`config.mk`:
```
export PLATFORM = sky130hd
export DESIGN_NAME = counter
export DESIGN_NICKNAME = d
export VERILOG_FILES = /design/src/rtl/counter_pkg.sv /design/src/rtl/counter_next.sv /design/src/rtl/counter.sv
export SDC_FILE = /design/constraint.sdc
export NUM_CORES = 1
export LEC_CHECK = 0
export BUFFER_PORTS_ARGS = -buffer_cell sky130_fd_sc_hd__buf_2
export CAP_MARGIN = 20
export CORE_AREA = 5 5 42 44
export CTS_CLUSTER_SIZE = 12
export DETAILED_ROUTE_END_ITERATION = 6
export DIE_AREA = 0 0 47 49
export PLACE_DENSITY = 0.69
export SETUP_SLACK_MARGIN = 0.2
export SLEW_MARGIN = 10
export SYNTH_ARGS = -nofsm -noshare
export SYNTH_HDL_FRONTEND = slang
export SYNTH_SLANG_ARGS = --single-unit
```
`constraint.sdc`:
```
create_clock -name clk -period 1.75 [get_ports clk]
set_clock_uncertainty 0.05 [all_clocks]
set_input_delay 0.0875 -clock clk [delete_from_list [all_inputs] [get_ports clk]]
set_output_delay 0.0875 -clock clk [all_outputs]
set_load 0.03 [all_outputs]
```
`src/rtl/counter_pkg.sv`:
```
// Shared defaults and direction encodings for the up/down counter.
package counter_pkg;

   localparam int unsigned WIDTH_DEF   = 8;
   localparam int unsigned RST_VAL_DEF = 0;

   typedef enum logic {
      DIR_DOWN = 1'b0,
      DIR_UP   = 1'b1
   } dir_e;

endpackage

```
`src/rtl/counter_next.sv`:
```
// Next-count logic: +1 or -1 modulo 2^WIDTH, selected by dir.
module counter_next
   import counter_pkg::*;
#(
   parameter int unsigned WIDTH = WIDTH_DEF
) (
   input  logic [WIDTH-1:0] count,
   input  logic             dir,
   output logic [WIDTH-1:0] next_count
);

   localparam logic [WIDTH-1:0] ONE = {{(WIDTH-1){1'b0}}, 1'b1};

   // Wrap-around in both directions falls out of WIDTH-bit arithmetic.
   always_comb begin
      next_count = count;
      if (dir_e'(dir) == DIR_UP) begin
         next_count = count + ONE;
      end else begin
         next_count = count - ONE;
      end
   end

endmodule

```
`src/rtl/counter.sv`:
```
// Free-running WIDTH-bit up/down counter with synchronous active-low reset.
module counter
   import counter_pkg::*;
#(
   parameter int unsigned WIDTH   = WIDTH_DEF,
   parameter int unsigned RST_VAL = RST_VAL_DEF
) (
   input  logic             clk,
   input  logic             resetn,
   input  logic             dir,
   output logic [WIDTH-1:0] c_out
);

   localparam logic [WIDTH-1:0] RST_COUNT = RST_VAL[WIDTH-1:0];

   logic [WIDTH-1:0] count;
   logic [WIDTH-1:0] next_count;

   counter_next #(
      .WIDTH(WIDTH)
   ) u_next (
      .count     (count),
      .dir       (dir),
      .next_count(next_count)
   );

   always_ff @(posedge clk) begin
      if (!resetn) begin
         count <= RST_COUNT;
      end else begin
         count <= next_count;
      end
   end

   assign c_out = count;

endmodule

```
* Word-level counts from Yosys, hierarchy flattened
Cells that the tools add are included.
Cells by class: multiplexer cells 1, add/subtract/negate cells 2
Operator list (count):
- $add A8 B1 Y8 const B | 1
- $mux W8 | 1
- $sub A8 B1 Y8 const B | 1
Storage, ports and cells: logic and storage cells 4, output and inout port bits 8, bits of input ports 3, bits in registers 8

* Depth between registers and ports, before layout
Gate-level depths: netlist of run 1.
depth after elaboration 2, depth in mapped cells 6, gate-level depth less buffers 6

* Modules after synthesis
Synthesis of run 1 repeated with hierarchy kept, for this count alone.
Unflattened totals: cell total of the unflattened synthesis 52, area, all modules 491.7 um^2
Modules (own cells, without submodules):
- counter_next | area an instance 281.5 um^2, cells an instance 36, times used 1
- counter | area an instance 210.2 um^2, cells an instance 16, times used 1

* Worst setup path after synthesis of run 1
Ideal clock, no wire load.
path type register to register, start point register count[1] (netlist: c_out[1]), end point register count[7] (netlist: c_out[7]), cell stages (with the launch flop) 6, arrival time 1495 ps, setup slack 89 ps, data required time 1584 ps, library setup time 116 ps, path buffers 0, period minus slack after synthesis 1661 ps, cell sequence dfxtp_1 -> ha_1 -> a211oi_1 -> or3_1 -> a21oi_1 -> and3b_1
On the way: word-level cells in the longest chain between the ends 2
Ends and longest elaborated chain:
- from (decl) | line counter.sv:16 | logic [WIDTH-1:0] count;
- from (signal assigned) | line counter.sv:31 | count <= next_count;
- $sub A8 B1 Y8 or $add A8 B1 Y8 (tied branches) | line counter_next.sv:20, counter_next.sv:18
- $mux W8 (*) | line counter_next.sv:17 | if (dir_e'(dir) == DIR_UP) begin
Mark *: on every way between the ends. The rest lies on a longest branch, timed or not. A chain may end at the register's enable or synchronous reset.

* Worst setup path in the final report of run 1
start point register count[4] (netlist: c_out[4]), end point register count[7] (netlist: c_out[7])
The elaborated chain is that of the path after synthesis.

==> results of run 1 <==
[synth_stat cells (all sizes together)]
library cell  instances
dfxtp                 8
ha                    6
a21o                  4
a21oi                 4
and2                  3
inv                   3
nand3                 3
a211oi                2
a31oi                 2
and3b                 2
nand4                 2
o21ai                 2
xor2                  2
clkbuf                1
fa                    1
nand3b                1
nor2                  1
nor2b                 1
nor4b                 1
o211ai                1
o21bai                1
or3                   1
xnor2                 1
[cell type report]
| type | count | area [sq um] | share of cell area |
|---|---|---|---|
| Sequential cell | 8 | 166.4 | 0.2235 |
| Timing Repair Buffer | 16 | 107.6 | 0.1445 |
| Inverter | 3 | 15.01 | 0.02017 |
| Tap cell | 16 | 20.02 | 0.02689 |
| Clock buffer | 3 | 22.52 | 0.03025 |
| Multi-Input combinational cell | 41 | 412.9 | 0.5546 |
[timing repair]
item / in CTS / in global routing
resized for setup: 3 / 8
endpoints found under the hold margin: 0 / 0
setup buffers: 2 / 3
setup endpoints to repair: 1 / 3
pin swaps: 1 / 2
[per-stage QoR]
step | cells | setup WS, ns
after floorplan | 53 | 0.1637
after global placement | 79 | 0.06204
after detailed placement | 79 | 0.04146
after CTS | 84 | 0.2058
after global routing | 87 | 0.1827
final | 87 | 0.2121
[where the power goes]
part,internal (mW),switching [mW],total [mW]
combinational,0.309,0.348,0.657
clock,0.0789,0.0713,0.150
sequential,0.245,0.0482,0.293
total,0.633,0.467,1.10
[worst paths after layout]
kind	slack, ns	cells after the start	to
max	0.21	5	c_out[7]
min	0.12	3	c_out[3]
max reg2reg	0.21	5	c_out[7]
min reg2reg	0.43	1	c_out[0]
[cells by family (layout without fill, tap and decap cells)]
group           after synthesis  count (layout)
compound gates               16              16
simple gates                 15              15
flops                         8               8
fa+ha+maj                     7               7
buf+inv                       4              22
xor+xnor                      3               3
[worst min-delay path, stage by stage]
cell and delay, ns:
buf_2 0.16, o21ai_0 0.10, nor2_1 0.05
[layer usage]
metal	vias to the layer above	wire length [um]
li1	239	-
met1	207	498
met2	13	536
met3	6	65
met4	0	35
met5	-	0
==> out/metrics.cfg, run 1 <==
[power_and_ir_drop]
leakage_nw = 0.3308
vdd_drop_max_uv = 748.3
power.density_nw_per_um2 = 1478
fin_total_pwr_mw = 1.100

[die]
std_cell_rows = 14
io_pins = 11
die_w_um = 47
coreArea_sq_um = 1401
initial_core_util = 0.3536
die_h_um = 49
die-area_sq_um = 2303

[drt]
drc_errors = 0
wl_per_cell_um = 13.05
routed_via_density = 5.345
drtIter0Drc = 3
via_count = 465
final_antenna_net_count = 0
routed_wl_um = 1135
first_pass_iters = 3

[clock_network]
cts_tree = built
insertion_delay_ns = 0.26
clock_path_buffers = 2
cts-root-buf = clkbuf_4
htree_levels = 1
ctsHoldBuffers = 0
clk_pin_slew_ns = 0.07
cts_sinks = 8
cts_made_buffers = 3

[grt]
grt_max_degree = 12
top_usage_layer = met2
track_usage = 0.1072
use_met2 = 0.1561
antenna_found_initial = 0
grt_pass1_vias = 418
grt_use_met3 = 0.03690
grt.met1_usage = 0.1347
overflow = 0
grt_first_pass_wirelength_um = 1759

[synthesis]
synth_compound_area_frac = 0.2071
yosys.area_share.adder = 0.1919
synth_cell_types = 24
synthSimpleGateAreaFrac = 0.1944
synth_top_area_cell = dfxtp_1
ys_ff_latch = 8
synthTopCellsByArea = dfxtp_1, ha_1, a21o_1
netlist.area_leader.share = 0.3232
yosysSeqAreaShare = 0.3232
yosys_warnings = 0
synth_cells = 53
synth_area_per_cell_sq_um = 9.349
synth_mux_area_frac = 0
netlist_area_sq_um = 495.5
syn-num-nets = 63
synth_top_family_by_area = compound AO/OA/AOI/OAI gates
synth-xor-area-share = 0.05303

[sta]
hold_viol = 0
max_freq_mhz = 650.3
finalMaxSlewViolations = 0
tightest_slew_ns = 0.2642
final.setup.tns_ns = 0
slew_headroom = 0.8214
fin_crit_ns = 1.538
whs_ns = 0.1205
setup_viol = 0
rsz0062_at_grt = no
post-route-period-util = 0.8788

[final_layout]
diodes = 0
final_common_cell = buf_2
final_area_sq_um = 744.5
layout_common_cells = buf_2, ha_4, dfxtp_2, buf_4, a21o_1
largest_reg_flops = 8
drive_above_1_share = 0.5211
fillers = 135
final_core_util = 0.5313
nets = 83
syn2layout_area_growth_pct = 50.25

[worst_setup_path]
path_delay_family = simple AND/OR/NAND/NOR gates
arrival_ns = 1.63
startpoint_type = flip-flop
cp_cell_sequence = ha_4 -> nand3_1 -> or3_4 -> a21oi_2 -> and3b_1
path_buf_inv = 0
max_stage_delay_ns = 0.39
startpoint = c_out[4]
crit_fanout = 5
worstSetupEndpointType = flip-flop
criticalPathCategory = flip-flop to flip-flop
cp_slowest_cell = or3_4
timing.rr.start = c_out[4]
required_ns = 1.85

[min_path]
worstHoldStart = resetn
hp-class = primary input to flip-flop

[placement]
place_area_sq_um = 611.8
portBuffers = 10
place_congestion = 0.7996

[run]
drv_cap = 0

[status]
status = finished, final reports clean

No activity file was read; power rests on OpenSTA's default activity.
==> run 2: changes to the inputs <==
CORE_AREA = 2 2 39 41   (was 5 5 42 44)
DIE_AREA = 0 0 41 43   (was 0 0 47 49)
==> out/metrics.cfg, run 2 (same netlist as run 1, synthesis figures left out) <==
[status]
status = finished, final reports clean  ; unchanged

[clock_network]
cts_sinks = 8  ; unchanged
cts_made_buffers = 3  ; unchanged
ctsHoldBuffers = 0  ; unchanged
cts_tree = built  ; unchanged
insertion_delay_ns = 0.26  ; about the same
clock_path_buffers = 2  ; unchanged
cts-root-buf = clkbuf_4  ; unchanged
clk_pin_slew_ns = 0.06  ; was 0.07 ns
htree_levels = 1  ; unchanged

[placement]
place_area_sq_um = 611.8  ; unchanged
place_inst = 79  ; unchanged
hpwl_um = 779.6
place_congestion = 0.7738  ; was 0.7996
portBuffers = 10  ; unchanged

[grt]
overflow = 0  ; unchanged
track_usage = 0.1427  ; was 0.1072
grt_pass1_vias = 396  ; was 418
grt_first_pass_wirelength_um = 1662  ; was 1759 um
antenna_found_initial = 0  ; unchanged
grt_max_degree = 12  ; unchanged

[drt]
drtIter0Drc = 1  ; was 3
wl_per_cell_um = 13.33  ; was 13.05 um
via_count = 464  ; was 465
routed_wl_um = 1146  ; was 1135 um
drc_errors = 0  ; unchanged
first_pass_iters = 2  ; was 3
final_antenna_net_count = 0  ; unchanged
routed_via_density = 5.395  ; was 5.345

[die]
die_w_um = 41  ; was 47 um
io_pins = 11  ; unchanged
initial_core_util = 0.3580  ; was 0.3536
coreArea_sq_um = 1384  ; was 1401 sq um
die_h_um = 43  ; was 49 um
std_cell_rows = 14  ; unchanged
die-area_sq_um = 1763  ; was 2303 sq um

[final_layout]
layout.cells.non_filler = 86  ; was 87
final_core_util = 0.5244  ; was 0.5313
drive_above_1_share = 0.4714  ; was 0.5211
syn2layout_area_growth_pct = 46.46  ; was 50.25%
layout_common_cells = buf_2, ha_4  ; was buf_2, ha_4, dfxtp_2, buf_4, a21o_1
final_common_cell = buf_2  ; unchanged
largest_reg_flops = 8  ; unchanged
final_area_sq_um = 725.7  ; was 744.5 sq um
diodes = 0  ; unchanged
nets = 82  ; was 83

[worst_setup_path]
criticalPathCategory = flip-flop to flip-flop  ; unchanged
cp_slowest_cell = or3_4  ; unchanged
required_ns = 1.85  ; about the same
crit_fanout = 5  ; unchanged
max_stage_delay_ns = 0.39  ; about the same
arrival_ns = 1.64  ; was 1.63 ns
worstSetupEndpointType = flip-flop  ; unchanged
path_buf_inv = 0  ; unchanged
path_delay_family = simple AND/OR/NAND/NOR gates  ; unchanged
cp_cell_sequence = ha_4 -> nand3_1 -> or3_4 -> a21oi_1 -> and3b_1  ; was ha_4 -> nand3_1 -> or3_4 -> a21oi_2 -> and3b_1
startpoint_type = flip-flop  ; unchanged

[sta]
tightest_slew_ns = 0.2806  ; was 0.2642 ns
setup_viol = 0  ; unchanged
final.setup.tns_ns = 0  ; unchanged
post-route-period-util = 0.8761  ; was 0.8788
rsz0062_at_grt = no  ; unchanged
whs_ns = 0.1099  ; was 0.1205 ns
slew_headroom = 0.8103  ; was 0.8214
fin_crit_ns = 1.533  ; was 1.538 ns
hold_viol = 0  ; unchanged
finalMaxSlewViolations = 0  ; unchanged
max_freq_mhz = 652.2  ; was 650.3 MHz

[power_and_ir_drop]
leakage_nw = 0.3252  ; was 0.3308 nW
power.density_nw_per_um2 = 1476  ; was 1478 nW/um^2
vdd_drop_max_uv = 398.3  ; was 748.3 uV

[run]
drv_cap = 0  ; unchanged

[min_path]
hp-class = primary input to flip-flop  ; unchanged

[run 2: worst reg2reg max path: cells and delay by family, from the launching register on]
kind                       cells  cell delay (ns)
AOI/OAI and AO/OA              1             0.12
adders and majority gates      1             0.29
and+or+nand+nor                3             0.64
DFF                            1             0.34
[run 2: power by group]
group	switching, mW	internal [mW]
clock	0.0729	0.0792
sequential	0.0508	0.243
combinational	0.336	0.290
total	0.460	0.612
[run 2: worst paths after layout]
check	start	to	slack, ns	depth (start not counted)
max reg2reg	c_out[5]	c_out[7]	0.22	5
min	resetn	c_out[3]	0.11	3
min reg2reg	c_out[0]	c_out[0]	0.42	1
max	c_out[5]	c_out[7]	0.22	5
[run 2: through the flow]
step	setup WS [ns]	total power [mW]
floorplan	0.1637	0.7078
global placement	0.09538	0.8192
detailed placement	0.06761	0.8265
CTS	0.2056	1.020
global route	0.1956	1.137
finish	0.2168	1.071
[run 2: layout make-up]
| cell class | count | area, sq um |
|---|---|---|
| inverters | 3 | 15.01 |
| repair buffers | 15 | 100.1 |
| fillers | 120 | 658.1 |
| well taps | 16 | 20.02 |
| flip-flops and latches | 8 | 165.2 |
| clock buffers | 3 | 22.52 |
| multi-input cells | 41 | 402.9 |
[run 2: per-layer routing]
metal | wire [um] | vias to the layer above | track usage
met5 | 0 | - | 0
met4 | 32 | 0 | 0.1000
met3 | 45 | 5 | 0.03141
met2 | 538 | 12 | 0.2156
met1 | 528 | 213 | 0.1677
li1 | - | 234 | -
[run 2: timing repair]
item,in CTS,in global routing
endpoints found under the setup margin,1,2
pin swaps,2,1
setup buffers,1,3
resized for setup,3,5
endpoints found under the hold margin,0,0
==> run 3: changes to the inputs <==
--- a/constraint.sdc
+++ b/constraint.sdc
@@ -3,3 +3,3 @@
 set_input_delay 0.0875 -clock clk [delete_from_list [all_inputs] [get_ports clk]]
 set_output_delay 0.0875 -clock clk [all_outputs]
-set_load 0.03 [all_outputs]
+set_load 0.05 [all_outputs]
==> out/metrics.cfg, run 3 (same netlist as run 1, synthesis figures left out) <==
[status]
status = finished, final reports clean  ; unchanged

[final_layout]
final_core_util = 0.5425  ; was 0.5244
multi_input_area_sq_um = 421.7  ; was 402.9 sq um
drive_above_1_share = 0.5278  ; was 0.4714
layout_common_cells = buf_2, ha_4, buf_4  ; was buf_2, ha_4
largest_reg_flops = 8  ; unchanged
register_area_sq_um = 176.4  ; was 165.2 sq um
fillers = 122  ; was 120
diodes = 0  ; unchanged
nets = 83  ; was 82
syn2layout_area_growth_pct = 51.52  ; was 46.46%
final_common_cell = buf_2  ; unchanged

[clock_network]
clk_pin_slew_ns = 0.06  ; about the same
cts_made_buffers = 3  ; unchanged
cts_tree = built  ; unchanged
cts-root-buf = clkbuf_4  ; unchanged
ctsHoldBuffers = 0  ; unchanged
clock_path_buffers = 2  ; unchanged
insertion_delay_ns = 0.26  ; about the same
cts_sinks = 8  ; unchanged
htree_levels = 1  ; unchanged

[sta]
tightest_slew_ns = 0.2791  ; was 0.2806 ns
fin_crit_ns = 1.535  ; was 1.533 ns
slew_headroom = 0.8113  ; was 0.8103
setup_viol = 0  ; unchanged
finalMaxSlewViolations = 0  ; unchanged
final.setup.tns_ns = 0  ; unchanged
post-route-period-util = 0.8771  ; was 0.8761
max_freq_mhz = 651.5  ; was 652.2 MHz
hold_viol = 0  ; unchanged
rsz0062_at_grt = yes  ; was no

[min_path]
worstHoldStart = resetn  ; unchanged
hold_end = c_out[3]  ; unchanged
hold_path_depth = 3  ; unchanged
hp-class = primary input to flip-flop  ; unchanged

[worst_setup_path]
r2r_cells = 6  ; was 5
crit_fanout = 5  ; unchanged
required_ns = 1.86  ; was 1.85 ns
arrival_ns = 1.65  ; was 1.64 ns
regToRegSetupSlack_ns = 0.22  ; about the same
worstSetupEndpointType = flip-flop  ; unchanged
timing.rr.start = c_out[4]  ; was c_out[5]
r2r_end = c_out[7]  ; unchanged
startpoint_type = flip-flop  ; unchanged
criticalPathCategory = flip-flop to flip-flop  ; unchanged

[drt]
topRoutingLayerUsed = met4  ; unchanged
routed_via_density = 5.239  ; was 5.395
final_antenna_net_count = 0  ; unchanged
drtIter0Drc = 1  ; unchanged
drc_errors = 0  ; unchanged
via_count = 461  ; was 464
wl_met1_um = 501  ; was 528 um
wl_per_cell_um = 11.73  ; was 13.33 um
met3_wirelength_um = 29  ; was 45 um
first_pass_iters = 4  ; was 2
wl_met2_um = 462  ; was 538 um
routed_wl_um = 1032  ; was 1146 um

[placement]
place_congestion = 0.7583  ; was 0.7738
hpwl_um = 742  ; was 779.6 um
portBuffers = 10  ; unchanged

[die]
coreArea_sq_um = 1384  ; unchanged
die_h_um = 43  ; unchanged
io_pins = 11  ; unchanged
initial_core_util = 0.3580  ; unchanged
std_cell_rows = 14  ; unchanged
die_w_um = 41  ; unchanged
die-area_sq_um = 1763  ; unchanged

[grt]
track_usage = 0.1391  ; was 0.1427
antenna_found_initial = 0  ; unchanged
grt_first_pass_wirelength_um = 1593  ; was 1662 um
overflow = 0  ; unchanged
grt_max_degree = 12  ; unchanged
grt_pass1_vias = 396  ; unchanged

[power_and_ir_drop]
clockPowerShare = 0.134  ; was 0.142
p_sw_frac = 0.4536  ; was 0.4289
vdd_drop_max_uv = 656.8  ; was 398.3 uV
leakage_nw = 0.3328  ; was 0.3252 nW
power_frac_seq = 0.249  ; was 0.274
switchingPower_mw = 0.5457  ; was 0.4595 mW
power.density_nw_per_um2 = 1602  ; was 1476 nW/um^2
intPower_mw = 0.6572  ; was 0.6119 mW
p_comb_frac = 0.617  ; was 0.584

[run]
drv_cap = 0  ; unchanged

==> run 3: routing by layer <==
layer | global-route usage | vias up
met3 | 0.01571 | 5
met4 | 0.1267 | 0
met5 | 0 | -
li1 | - | 233
met2 | 0.1969 | 9
met1 | 0.1726 | 214
==> run 3: how the worst max path moves through the flow <==
stage               slack, ns  cells after the start     start        to
CTS                      0.20                      5  c_out[1]  c_out[7]
detailed placement       0.11                      8       dir  c_out[7]
floorplan                0.17                      5  c_out[3]  c_out[7]
global route             0.16                      5  c_out[6]  c_out[7]
finish                   0.22                      6  c_out[4]  c_out[7]
global placement         0.13                      8       dir  c_out[7]
==> run 3: repair_timing <==
action,in CTS,in global routing
buffers inserted,0,4
gates resized for setup,0,7
endpoints found under the setup margin,0,4
==> run 3: final cells by class <==
type                    count  area share
clock buffers               4     0.03500
inverters                   3     0.01500
multi-input cells          41      0.5617
flip-flops and latches      8      0.2350
well taps                  16     0.02667
repair buffers             16      0.1267
==> run 3: critical path: stages (launching register included) <==
cell     delay, ns
dfxtp_2       0.33
ha_4          0.26
buf_4         0.13
a21o_1        0.20
a31oi_2       0.22
nand3_1       0.09
and3b_1       0.16
==> run 3: power groups by stage <==
stage                     Sequential, mW  Clock, mW  Combinational [mW]
after floorplan                    0.494          0               0.321
after global placement             0.296          0               0.625
after global routing               0.310      0.178               0.798
after CTS                          0.294      0.164               0.639
after detailed placement           0.298          0               0.634
final                              0.300      0.162               0.742
==> run 3: stage by stage <==
stage | hold WS (ns) | power [mW] | setup slack, ns | cells | area (sq um)
after floorplan | 0.3253 | 0.8152 | 0.1692 | 53 | 574.3
after global placement | 0.3785 | 0.9203 | 0.1282 | 80 | 655.6
after detailed placement | 0.3725 | 0.9326 | 0.1135 | 80 | 655.6
after CTS | 0.1102 | 1.098 | 0.2017 | 84 | 681.9
after global routing | 0.1200 | 1.286 | 0.1629 | 88 | 750.7
final | 0.1057 | 1.203 | 0.2152 | 88 | 750.7
